<file path="config.mk">
export PLATFORM = sky130hd
export DESIGN_NAME = pixel_dimmer_flat
export DESIGN_NICKNAME = d
export VERILOG_FILES = /design/src/rtl/pixel_dimmer_pkg.sv /design/src/rtl/pixel_dimmer_if.sv /design/src/rtl/pixel_dimmer_channel_scale.sv /design/src/rtl/pixel_dimmer.sv /design/src/flat_wrapper.sv
export SDC_FILE = /design/constraint.sdc
export NUM_CORES = 1
export LEC_CHECK = 0
export BUFFER_PORTS_ARGS = -buffer_cell sky130_fd_sc_hd__buf_2
export CORE_MARGIN = 2
export CORE_UTILIZATION = 57
export DETAILED_ROUTE_END_ITERATION = 8
export PLACE_DENSITY = 0.84
export SLEW_MARGIN = 20
export SYNTH_ARGS = -nofsm -noshare
export SYNTH_HDL_FRONTEND = slang
export SYNTH_SLANG_ARGS = --single-unit
</file>
<file path="constraint.sdc">
create_clock -name axi_clock -period 5.4 [get_ports axi_clock]
set_clock_uncertainty 0.1 [all_clocks]
set_input_delay 0.81 -clock axi_clock [delete_from_list [all_inputs] [get_ports axi_clock]]
set_output_delay 0.81 -clock axi_clock [all_outputs]
set_load 0.02 [all_outputs]
</file>
<file path="src/rtl/pixel_dimmer_pkg.sv">
// Shared constants, FSM encoding and channel layout for the pixel dimmer.
package pixel_dimmer_pkg;

    localparam int DATA_W   = 32;
    localparam int BRIGHT_W = 8;
    localparam int NUM_CH   = 3;

    // Channel bit positions inside a pixel word
    localparam int PASS_MSB = 31;
    localparam int PASS_LSB = 24;
    localparam int G_MSB    = 23;
    localparam int G_LSB    = 16;
    localparam int R_MSB    = 15;
    localparam int R_LSB    = 8;
    localparam int B_MSB    = 7;
    localparam int B_LSB    = 0;

    typedef enum logic [1:0] {
        ST_MANUAL    = 2'd0,
        ST_RAMP_UP   = 2'd1,
        ST_RAMP_DOWN = 2'd2
    } fade_state_t;

    // Low bit of colour channel idx (0 = B, 1 = R, 2 = G)
    function automatic int ch_lsb(input int idx);
        case (idx)
            0:       return B_LSB;
            1:       return R_LSB;
            default: return G_LSB;
        endcase
    endfunction

endpackage

</file>
<file path="src/rtl/pixel_dimmer_if.sv">
// Pixel word stream between the generator, the dimmer and the LED driver.
interface pixel_dimmer_if;
    import pixel_dimmer_pkg::*;

    logic [DATA_W-1:0] in_data;
    logic              in_write_en;
    logic [DATA_W-1:0] out_data;
    logic              out_write_en;
    logic              frame_start;

    // Dimmer side: consumes the raw stream, produces the scaled stream
    modport slave (
        input  in_data,
        input  in_write_en,
        output out_data,
        output out_write_en,
        output frame_start
    );

    // Upstream/downstream side: supplies raw words, observes scaled words
    modport master (
        output in_data,
        output in_write_en,
        input  out_data,
        input  out_write_en,
        input  frame_start
    );

endinterface

</file>
<file path="src/rtl/pixel_dimmer_channel_scale.sv">
// One colour channel multiplier: out = (chan * (fb + 1)) >> 8, registered.
module channel_scale
    import pixel_dimmer_pkg::*;
(
    input  logic                axi_clock,
    input  logic                axi_reset,
    input  logic                i_en,
    input  logic [BRIGHT_W-1:0] i_chan,
    input  logic [BRIGHT_W-1:0] i_fb,
    output logic [BRIGHT_W-1:0] o_chan
);

    localparam int PROD_W = 2 * BRIGHT_W + 1;

    logic [BRIGHT_W:0]   w_fb_plus;
    logic [PROD_W-1:0]   w_prod;
    logic [BRIGHT_W-1:0] r_chan;

    // fb+1 keeps fb=255 an exact identity and fb=0 a full blank
    assign w_fb_plus = {1'b0, i_fb} + {{BRIGHT_W{1'b0}}, 1'b1};
    assign w_prod    = PROD_W'(i_chan) * PROD_W'(w_fb_plus);

    // Register the product's middle byte when a word is moving through
    always_ff @(posedge axi_clock or posedge axi_reset) begin
        if (axi_reset) begin
            r_chan <= '0;
        end else if (i_en) begin
            r_chan <= BRIGHT_W'(w_prod >> BRIGHT_W);
        end
    end

    assign o_chan = r_chan;

endmodule

</file>
<file path="src/rtl/pixel_dimmer.sv">
// Global brightness / breathing-fade stage on the pixel word stream.
// Two-stage pipeline: stage 1 captures the word and the frame brightness,
// stage 2 holds the scaled channels. A fade FSM drives the level.
module pixel_dimmer
    import pixel_dimmer_pkg::*;
#(
    parameter int C_PIXELS    = 12,
    parameter int C_FADE_TICK = 488281
) (
    input  logic                axi_clock,
    input  logic                axi_reset,
    pixel_dimmer_if.slave       bus,
    input  logic [BRIGHT_W-1:0] brightness_target,
    input  logic                fade_enable,
    output logic [BRIGHT_W-1:0] level
);

    localparam int IDX_W  = (C_PIXELS > 1) ? $clog2(C_PIXELS) : 1;
    localparam int TICK_W = (C_FADE_TICK > 1) ? $clog2(C_FADE_TICK) : 1;
    localparam logic [IDX_W-1:0]  LAST_IDX  = IDX_W'(C_PIXELS - 1);
    localparam logic [TICK_W-1:0] TICK_LAST = TICK_W'(C_FADE_TICK - 1);

    // Fade FSM state
    fade_state_t         r_state;
    logic [BRIGHT_W-1:0] r_level;
    logic [TICK_W-1:0]   r_tick;
    logic                w_tick;
    logic [BRIGHT_W:0]   w_level_inc;

    // Stream pipeline
    logic [IDX_W-1:0]    r_index;
    logic                w_first;
    logic [BRIGHT_W-1:0] w_fb_use;
    logic [BRIGHT_W-1:0] r_fb;
    logic                r_s1_valid;
    logic                r_s1_first;
    logic [DATA_W-1:0]   r_s1_data;
    logic                r_out_valid;
    logic                r_out_first;
    logic [7:0]          r_out_pass;
    logic [BRIGHT_W-1:0] w_chan_out [NUM_CH];
    logic [DATA_W-1:0]   w_out_data;

    assign w_tick      = (r_state != ST_MANUAL) && (r_tick == TICK_LAST);
    assign w_level_inc = {1'b0, r_level} + {{BRIGHT_W{1'b0}}, 1'b1};

    // Fade FSM: track target in MANUAL, triangle between 0 and target otherwise.
    // Entering RAMP_UP keeps the current level so a ramp starts from where
    // the level already is; leaving a ramp reloads the target immediately.
    always_ff @(posedge axi_clock or posedge axi_reset) begin
        if (axi_reset) begin
            r_state <= ST_MANUAL;
            r_level <= '0;
            r_tick  <= '0;
        end else begin
            case (r_state)
                ST_MANUAL: begin
                    r_tick <= '0;
                    if (fade_enable) begin
                        r_state <= ST_RAMP_UP;
                    end else begin
                        r_level <= brightness_target;
                    end
                end
                ST_RAMP_UP: begin
                    if (!fade_enable) begin
                        r_state <= ST_MANUAL;
                        r_level <= brightness_target;
                        r_tick  <= '0;
                    end else begin
                        r_tick <= w_tick ? '0 : r_tick + TICK_W'(1);
                        if (w_tick) begin
                            // Reaching or overshooting the peak clamps and turns round
                            if (w_level_inc >= {1'b0, brightness_target}) begin
                                r_level <= brightness_target;
                                r_state <= ST_RAMP_DOWN;
                            end else begin
                                r_level <= w_level_inc[BRIGHT_W-1:0];
                            end
                        end
                    end
                end
                ST_RAMP_DOWN: begin
                    if (!fade_enable) begin
                        r_state <= ST_MANUAL;
                        r_level <= brightness_target;
                        r_tick  <= '0;
                    end else begin
                        r_tick <= w_tick ? '0 : r_tick + TICK_W'(1);
                        if (w_tick) begin
                            // Level 0 here only happens with a zero target: just turn round
                            if (r_level == '0) begin
                                r_state <= ST_RAMP_UP;
                            end else begin
                                r_level <= r_level - BRIGHT_W'(1);
                                if (r_level == BRIGHT_W'(1)) begin
                                    r_state <= ST_RAMP_UP;
                                end
                            end
                        end
                    end
                end
                default: begin
                    r_state <= ST_MANUAL;
                    r_tick  <= '0;
                end
            endcase
        end
    end

    assign level = r_level;

    // Frame brightness is taken from the live level for pixel 0 itself
    assign w_first  = (r_index == '0);
    assign w_fb_use = w_first ? r_level : r_fb;

    // Pixel index: counts accepted words, wraps without an idle cycle
    always_ff @(posedge axi_clock or posedge axi_reset) begin
        if (axi_reset) begin
            r_index <= '0;
        end else if (bus.in_write_en) begin
            r_index <= (r_index == LAST_IDX) ? '0 : r_index + IDX_W'(1);
        end
    end

    // Stage 1: capture word, frame-start flag and the frame brightness
    always_ff @(posedge axi_clock or posedge axi_reset) begin
        if (axi_reset) begin
            r_s1_valid <= 1'b0;
            r_s1_first <= 1'b0;
            r_s1_data  <= '0;
            r_fb       <= '0;
        end else begin
            r_s1_valid <= bus.in_write_en;
            if (bus.in_write_en) begin
                r_s1_data  <= bus.in_data;
                r_s1_first <= w_first;
                r_fb       <= w_fb_use;
            end
        end
    end

    // Stage 2: the three colour multipliers
    generate
        for (genvar gi = 0; gi < NUM_CH; gi++) begin : g_chan
            localparam int LSB = ch_lsb(gi);

            channel_scale u_scale (
                .axi_clock (axi_clock),
                .axi_reset (axi_reset),
                .i_en      (r_s1_valid),
                .i_chan    (r_s1_data[LSB +: BRIGHT_W]),
                .i_fb      (r_fb),
                .o_chan    (w_chan_out[gi])
            );

            assign w_out_data[LSB +: BRIGHT_W] = w_chan_out[gi];
        end
    endgenerate

    // Stage 2: strobe, frame marker and untouched top byte alongside the products
    always_ff @(posedge axi_clock or posedge axi_reset) begin
        if (axi_reset) begin
            r_out_valid <= 1'b0;
            r_out_first <= 1'b0;
            r_out_pass  <= '0;
        end else begin
            r_out_valid <= r_s1_valid;
            r_out_first <= r_s1_valid & r_s1_first;
            if (r_s1_valid) begin
                r_out_pass <= r_s1_data[PASS_MSB:PASS_LSB];
            end
        end
    end

    assign w_out_data[PASS_MSB:PASS_LSB] = r_out_pass;

    assign bus.out_data     = w_out_data;
    assign bus.out_write_en = r_out_valid;
    assign bus.frame_start  = r_out_first;

endmodule

</file>
<file path="src/flat_wrapper.sv">
// flat-port wrapper written by rule: the top's interface ports become plain ports
module pixel_dimmer_flat import pixel_dimmer_pkg::*;
#(
    parameter int C_PIXELS    = 12,
    parameter int C_FADE_TICK = 488281
)
  (axi_clock, axi_reset, brightness_target, fade_enable, level, bus_in_data, bus_in_write_en, bus_out_data, bus_out_write_en, bus_frame_start);
  pixel_dimmer_if bus_i ();
  input  logic axi_clock;
  input  logic axi_reset;
  input  logic [BRIGHT_W-1:0] brightness_target;
  input  logic fade_enable;
  output logic [BRIGHT_W-1:0] level;
  input wire logic [$bits(bus_i.in_data)-1:0] bus_in_data;
  input wire logic [$bits(bus_i.in_write_en)-1:0] bus_in_write_en;
  output wire logic [$bits(bus_i.out_data)-1:0] bus_out_data;
  output wire logic [$bits(bus_i.out_write_en)-1:0] bus_out_write_en;
  output wire logic [$bits(bus_i.frame_start)-1:0] bus_frame_start;
  assign bus_i.in_data = bus_in_data;
  assign bus_i.in_write_en = bus_in_write_en;
  assign bus_out_data = bus_i.out_data;
  assign bus_out_write_en = bus_i.out_write_en;
  assign bus_frame_start = bus_i.frame_start;
  pixel_dimmer #(.C_PIXELS(C_PIXELS), .C_FADE_TICK(C_FADE_TICK)) u_core (.axi_clock(axi_clock), .axi_reset(axi_reset), .bus(bus_i), .brightness_target(brightness_target), .fade_enable(fade_enable), .level(level));
endmodule
</file>
==> results.md, run 1 <==
- Status: finished clean
- Final ANT Viol Nets: 0
- Post-synthesis compound-gate area fraction: 6.30%
- Busiest grt layer: met2
- Clock Pin Slew Worst Setup and Hold Paths: about 0.070 ns
- Top post-synthesis cells by area: dfrtp_1 24%, fa_1 21%, ha_1 13%
- Share of cells above drive strength 1: 17.1%
- Clk buf depth: 2
- # setup viols final: 0
- Post-synth ARST share: 100%
- Rows: between 50 and 60
- Die Area: 0.0213 sq mm
- Setup tns final: 0 ns
- Hold-fix buffers at CTS: 0
- Syn Nets: around 1.5k
- Library cells used by synthesis: 58
- Fin cells: around 1.5k
- Flop2flop setup slack: slightly below 0.09 ns
- Setup crit end kind: register
- Worst-path maximum fanout: 12
- DRC errors left: 0
- Worst Hold Launch: u_core.r_tick[0]
- Met3 usage: under 10%
- Tcrit/Tclk final: 98.4%
- M2 GR Usage: 39.5%
- Fmax: 188 MHz
- Area Growth Syn to Fin: 9.99%
- Mean Syn Cell Area: 9.70 sq um
- Worst Setup Start Kind: register
- Drt pass-1 iters: 6
- Pre-CTS setup slack: ~0.095 ns
- Placed cells: around 1.5k
- Design Area, Final: roughly 0.013 sq mm
- Total gr overflow: 0
- H-Tree Depth: 3
- Routability cong.: a little under 0.9
- Hold Path End: u_core.r_tick[0]
- Initial Util: between 50% and 60%
- Crit path top cell by count: fa_1
- Num CTS Buffers: 9
- Initial antenna violation count: 0
- Commonest cells after routing, fill and taps aside: 182 x inv_1, 128 x and2_1, 120 x fa_1
- Buffers on Ports: 85
- Met1 usage in global routing: between 30% and 40%
- Vias/cell: about 5.5
- Worst r2r src: u_core.r_fb[0]
- Core area: a little under 0.02 sq mm
- Largest family of logic cells by synthesized area: adder cells
- Crit path largest cell delay: around 0.56 ns
- Chip Height: between 100 and 150 um
- Post-DR wirelength/cell: around 16 um
- CTS tree: done
- First-pass GRT wire length: between 40000 and 50000 um
- Least-Margin Pin Slew: between 0.9 and 1 ns
- Pins Over Slew Limit: 0
- Root Buffer: clkbuf_16
- Post-route minimum period: approximately 5.3 ns
- Slew Limit Headroom: a little over a third
- Yosys top cell by area: dfrtp_1
- Post-synthesis mux area share: roughly 6.8%
- Nets: ~1.5k
- Clock latency reported for the late side of the worst-skew pair: about 0.37 ns
- Post-synth EDFFs: 0
- Post-Synthesis Cells: between 1k and 1.5k
- Adder-cell share of the synthesized area: around a third
- WS Path Type: reg -> reg
- Vias in the first global route: slightly below 9k
- Prevailing post-synth register cell: dfrtp_1
- Xor and xnor area share after synthesis: 5.12%
- Number of diodes: 0
- Detailed Route WL: around 24000 um
- Largest net degree at the start of global routing: 70
- Simple-gate share of the synthesized area: between 10% and 20%
- Synthesized cell area: about 0.011 sq mm
- Share of the yosys chip area belonging to registers: 23.8%
- Setup WS post-layout: around 0.087 ns
- Vias: 8402
- Die width: 146 um
- CP arrival: 5.46 ns
- Worst Hold Class: reg -> reg
- #FFs+latches synth: 109
- Final Hold Viols: 0
- HPWL Detailed: between 15000 and 20000 um
- Reg-to-reg endpoint: u_core.g_chan[2].u_scale.o_chan[7]
- Hold Crit Depth: 1
- Yosys warning count: 0
- R2R depth: 19
- Top cell type's share of synthesized area: 23.8%
- RSZ-0062 raised after global routing: yes
- Post-DP Area: 0.0122 sq mm
- Crit-path slowest cell: fa_1
- CTS sink cnt: around 110
- GR Util All Layers: 23.8%
- Number of DRC markers in iteration 0: around 460
- Required time of the critical path: 5.55 ns
- Commonest non-fill, non-tap cell in the layout: inv_1
- # IOs: 86
- Max_cap viols: 0
- Critical-path cell list: ha_2 > nand2_1 > nor2_4 > xor2_4 > buf_12 > and2_1 > fa_1 > fa_1 > fa_1 > inv_1 > fa_1 > inv_1 > ha_1 > or3_1 > a31oi_2 > o21ai_1 > a21oi_1 > xnor2_1 > mux2_2
cells in the mapped netlist, drive strengths merged (9+ instances only):
cell type,count
ha,117
dfrtp,109
and3,12
nand2,92
xnor2,43
nor2b,20
fa,120
nand3,21
buf,12
a21o,9
a21oi,32
inv,183
xor2,24
and2,128
clkbuf,44
o21ai,25
mux2,68
nor2,42
critical path: cells and delay by family, from the launching register on:
family | cells | cell delay (ns)
flops | 1 | 0.42
simple gates | 4 | 0.81
mux | 1 | 0.26
buf+inv | 3 | 0.26
compound gates | 3 | 0.58
fa+ha+maj | 6 | 2.48
xor+xnor | 2 | 0.28
repair_timing:
action / in CTS / in global routing
buffers inserted: 0 / 4
endpoints found under the hold margin: 0 / 0
setup endpoints to repair: 0 / 16
resized for setup: 0 / 19
worst max path at each step:
stage	startpoint	to	slack, ns	cells after the start
finish	u_core.r_fb[0]	u_core.g_chan[2].u_scale.o_chan[7]	0.09	19
global placement	u_core.r_fb[0]	u_core.g_chan[2].u_scale.o_chan[5]	0.21	19
global route	u_core.r_fb[0]	u_core.g_chan[2].u_scale.o_chan[7]	-0.07	19
detailed placement	u_core.r_fb[0]	u_core.g_chan[2].u_scale.o_chan[5]	0.1	19
floorplan	u_core.r_fb[0]	u_core.g_chan[1].u_scale.o_chan[7]	0.27	21
CTS	u_core.r_fb[0]	u_core.g_chan[2].u_scale.o_chan[5]	0.04	19
metrics by stage:
| step | hold slack [ns] | utilization (%) |
|---|---|---|
| final | 0.392 | 64.4 |
| after global routing | 0.407 | 64.4 |
| after CTS | 0.394 | 63.7 |
| after detailed placement | 0.369 | 62.1 |
| after global placement | 0.356 | 62.1 |
| after floorplan | 0.252 | - |
cell families (layout without fill, tap and decap cells):
group	count (synthesis)	in the layout
AO/OA/AOI/OAI	109	109
buffers and inverters	239	306
adder cells (fa/ha/maj)	237	237
flip-flops	109	109
XOR/XNOR	67	67
multiplexers	69	69
AND/OR/NAND/NOR	352	352
layout make-up:
cell class	count	area (sq um)
clock buffer	11	253
clock inverter	5	66.3
fill	1493	6980
inverter	183	689
multi-input combinational	834	7890
sequential	109	2730
tap	265	332
timing repair buffer	107	653
flip-flops by register name, summed over array words and instances (netlist names):
register,count
u_core.r_tick,19
u_core.r_s1_first,1
u_core.r_state,2
u_core.r_out_pass,8
u_core.g_chan.u_scale.o_chan,24
u_core.r_index,4
u_core.r_s1_data,32
u_core.bus.frame_start,1
u_core.r_fb,8
u_core.bus.out_write_en,1
u_core.r_s1_valid,1
u_core.level,8
layer usage:
layer / up-vias / routed length [um]
li1: 3884 / -
met5: - / 0
met4: 0 / 652
met2: 276 / 11700
met3: 50 / 1310
met1: 4192 / 10800
Power of run 1 is left out: the tool's default activity adds up to more than one toggle a clock period on the data nets, which glitch-free logic cannot reach.
==> run 2: changes to the inputs <==
Settings changed: CORE_UTILIZATION 57 to 63, CTS_CLUSTER_DIAMETER from default to 120, PLACE_DENSITY 0.84 to 0.88.
Clock period 5.4 ns to 5.6 ns, I/O delays scaled along.
==> results.md, run 2 (synthesis gave the netlist of run 1 again) <==
- DRC errors left: 0 (unchanged)
- Commonest cells after routing, fill and taps aside: 182 x inv_1, 128 x and2_1, 120 x fa_1
- Largest net degree at the start of global routing: 66 (-5.7%)
- Hold Slack: 0.395 ns (+0.00372 ns)
- Max_cap viols: 0 (unchanged)
- Post-DR wirelength/cell: 16.9 um (+4.6%)
- Root Buffer: clkbuf_16
- Final ANT Viol Nets: 0 (unchanged)
- Placed cells: 1452 (-2.7%)
- Rows: 49 (-3.9%)
- Crit path top cell by count: fa_1
- Required time of the critical path: 5.76 ns (+0.21 ns)
- Multi-input combinational cell area: 0.00786 sq mm (-0.35%)
- Vias in the first global route: 9148 (+3.6%)
- # setup viols final: 0 (unchanged)
- Post-route minimum period: 5.41 ns (+0.0936 ns)
- First-pass GRT wire length: 43100 um (+3.3%)
- Initial Util: 64.1% (+5.5 points)
- Clock Pin Slew Worst Setup and Hold Paths: 0.09 ns (+0.02 ns)
- Top cell family by delay on the critical path: adder cells
- Core area: 0.0179 sq mm (-8.6%)
- WS Path Type: reg -> reg
- Most flop-heavy register: u_core.r_s1_data
- CTS tree: done
- Max reg flops: 32 (unchanged)
- Worst Hold Class: reg -> reg
- Fin cells: 1469 (-3.0%)
- Least-Margin Pin Slew: 0.954 ns (+0.00187 ns)
- Status: finished clean
- Critical-path cell list: nand3_1 > nor2_2 > xor2_1 > buf_12 > nand2_1 > fa_1 > fa_1 > inv_1 > fa_1 > fa_1 > ha_1 > nor4_1 > a21oi_1 > a31oi_1 > buf_4 > a21oi_2 > a31oi_2 > xnor2_1 > mux2_2
- Clk buf depth: 2 (unchanged)
- GR Util All Layers: 27.2% (+3.4 points)
- Worst Setup Start Kind: register
- Clock latency reported for the late side of the worst-skew pair: 0.37 ns (about the same)
- Buf+Inv Stages, Crit Path: 3 (unchanged)
- Routability cong.: 0.899 (+3.0%)
- Nets: 1515 (-0.66%)
- Area taken by flip-flops and latches: 0.00273 sq mm (about the same)
- Detailed Route WL: 24800 um (+1.5%)
- CP arrival: 5.57 ns (+0.11 ns)
- Chip Height: 139 um (-4.7%)
- Initial antenna violation count: 1 (+1)
- Buffers on Ports: 85 (unchanged)
- Vias/cell: 5.76 (+3.8%)
- Slew Limit Headroom: 36.4% (-0.12 points)
- Commonest non-fill, non-tap cell in the layout: inv_1
- Drt pass-1 iters: 7 (+1)
- Tcrit/Tclk final: 96.5% (-1.8 points)
- Final Hold Viols: 0 (unchanged)
- Crit-path slowest cell: fa_1
- Total gr overflow: 0 (unchanged)
- Setup crit end kind: register
- # IOs: 86 (unchanged)
- H-Tree Depth: 3 (unchanged)
- Share of cells above drive strength 1: 16.1% (-0.99 points)
- Vias: 8461 (+0.70%)
- Number of DRC markers in iteration 0: 752 (+64%)
- Post-CTS setup buffers: 0 (unchanged)
- Crit path largest cell delay: 0.56 ns (about the same)
- Num CTS Buffers: 9 (unchanged)
- Pins Over Slew Limit: 0 (unchanged)
- Fmax: 185 MHz (-1.7%)
- Fillers: 1285 (-14%)
- HPWL Detailed: 18100 um (+1.3%)
- CTS sink cnt: 109 (unchanged)
- Die width: 139 um (-4.7%)
- Worst-path maximum fanout: 24 (+12)
- Area Growth Syn to Fin: 8.52%
- Die Area: 0.0193 sq mm (-9.3%)
run 2: cell count changes in the layout (fill, tap and decap cells not counted), moves of 2 or more:
cell	delta
clkinv_4	-2
inv_6	+2
clkbuf_8	-2
buf_4	-9
run 2: layout make-up:
| cell class | instances | area share, % |
|---|---|---|
| Inverter | 183 | 5.54 |
| Sequential cell | 109 | 21.9 |
| Clock buffer | 9 | 1.81 |
| Timing Repair Buffer | 97 | 4.57 |
| Multi-Input combinational cell | 834 | 63.2 |
| Clock inverter | 7 | 0.643 |
| Tap cell | 229 | 2.30 |
| Antenna cell | 1 | 0.0201 |
run 2: worst paths after layout:
check / from / end / slack [ns] / depth (start not counted)
max: u_core.r_fb[2] / u_core.g_chan[1].u_scale.o_chan[7] / 0.19 / 19
min: u_core.r_tick[0] / u_core.r_tick[0] / 0.40 / 1
max reg2reg: u_core.r_fb[2] / u_core.g_chan[1].u_scale.o_chan[7] / 0.19 / 19
min reg2reg: u_core.r_tick[0] / u_core.r_tick[0] / 0.40 / 1
max in group asynchronous: axi_reset / u_core.r_s1_valid / 3.81 / 3
min in group asynchronous: axi_reset / u_core.r_s1_data[28] / 0.51 / 2
run 2: per-layer routing:
metal / vias to the layer above / wire, um / track usage, %
li1: 3861 / - / -
met1: 4253 / 10300 / 36.1
met2: 296 / 12400 / 46.1
met3: 51 / 1540 / 4.70
met4: 0 / 578 / 8.45
met5: - / 0 / 0
run 2: what timing repair did:
| action | 4_1_cts | 5_1_grt |
|---|---|---|
| resized for setup | 0 | 11 |
| endpoints found under the setup margin | 0 | 14 |
| hold buffers | 0 | 0 |
run 2: metrics by stage:
step | instance area [sq um] | utilization, % | setup slack [ns] | TNS (ns)
global route | 12400 | 69.5 | -0.127 | -0.509
finish | 12400 | 69.5 | 0.193 | 0
floorplan | 11500 | - | 0.472 | 0
global placement | 12100 | 67.5 | 0.401 | 0
detailed placement | 12100 | 67.5 | 0.205 | 0
CTS | 12400 | 69.2 | 0.126 | 0
Power of run 2 is left out for the same reason.
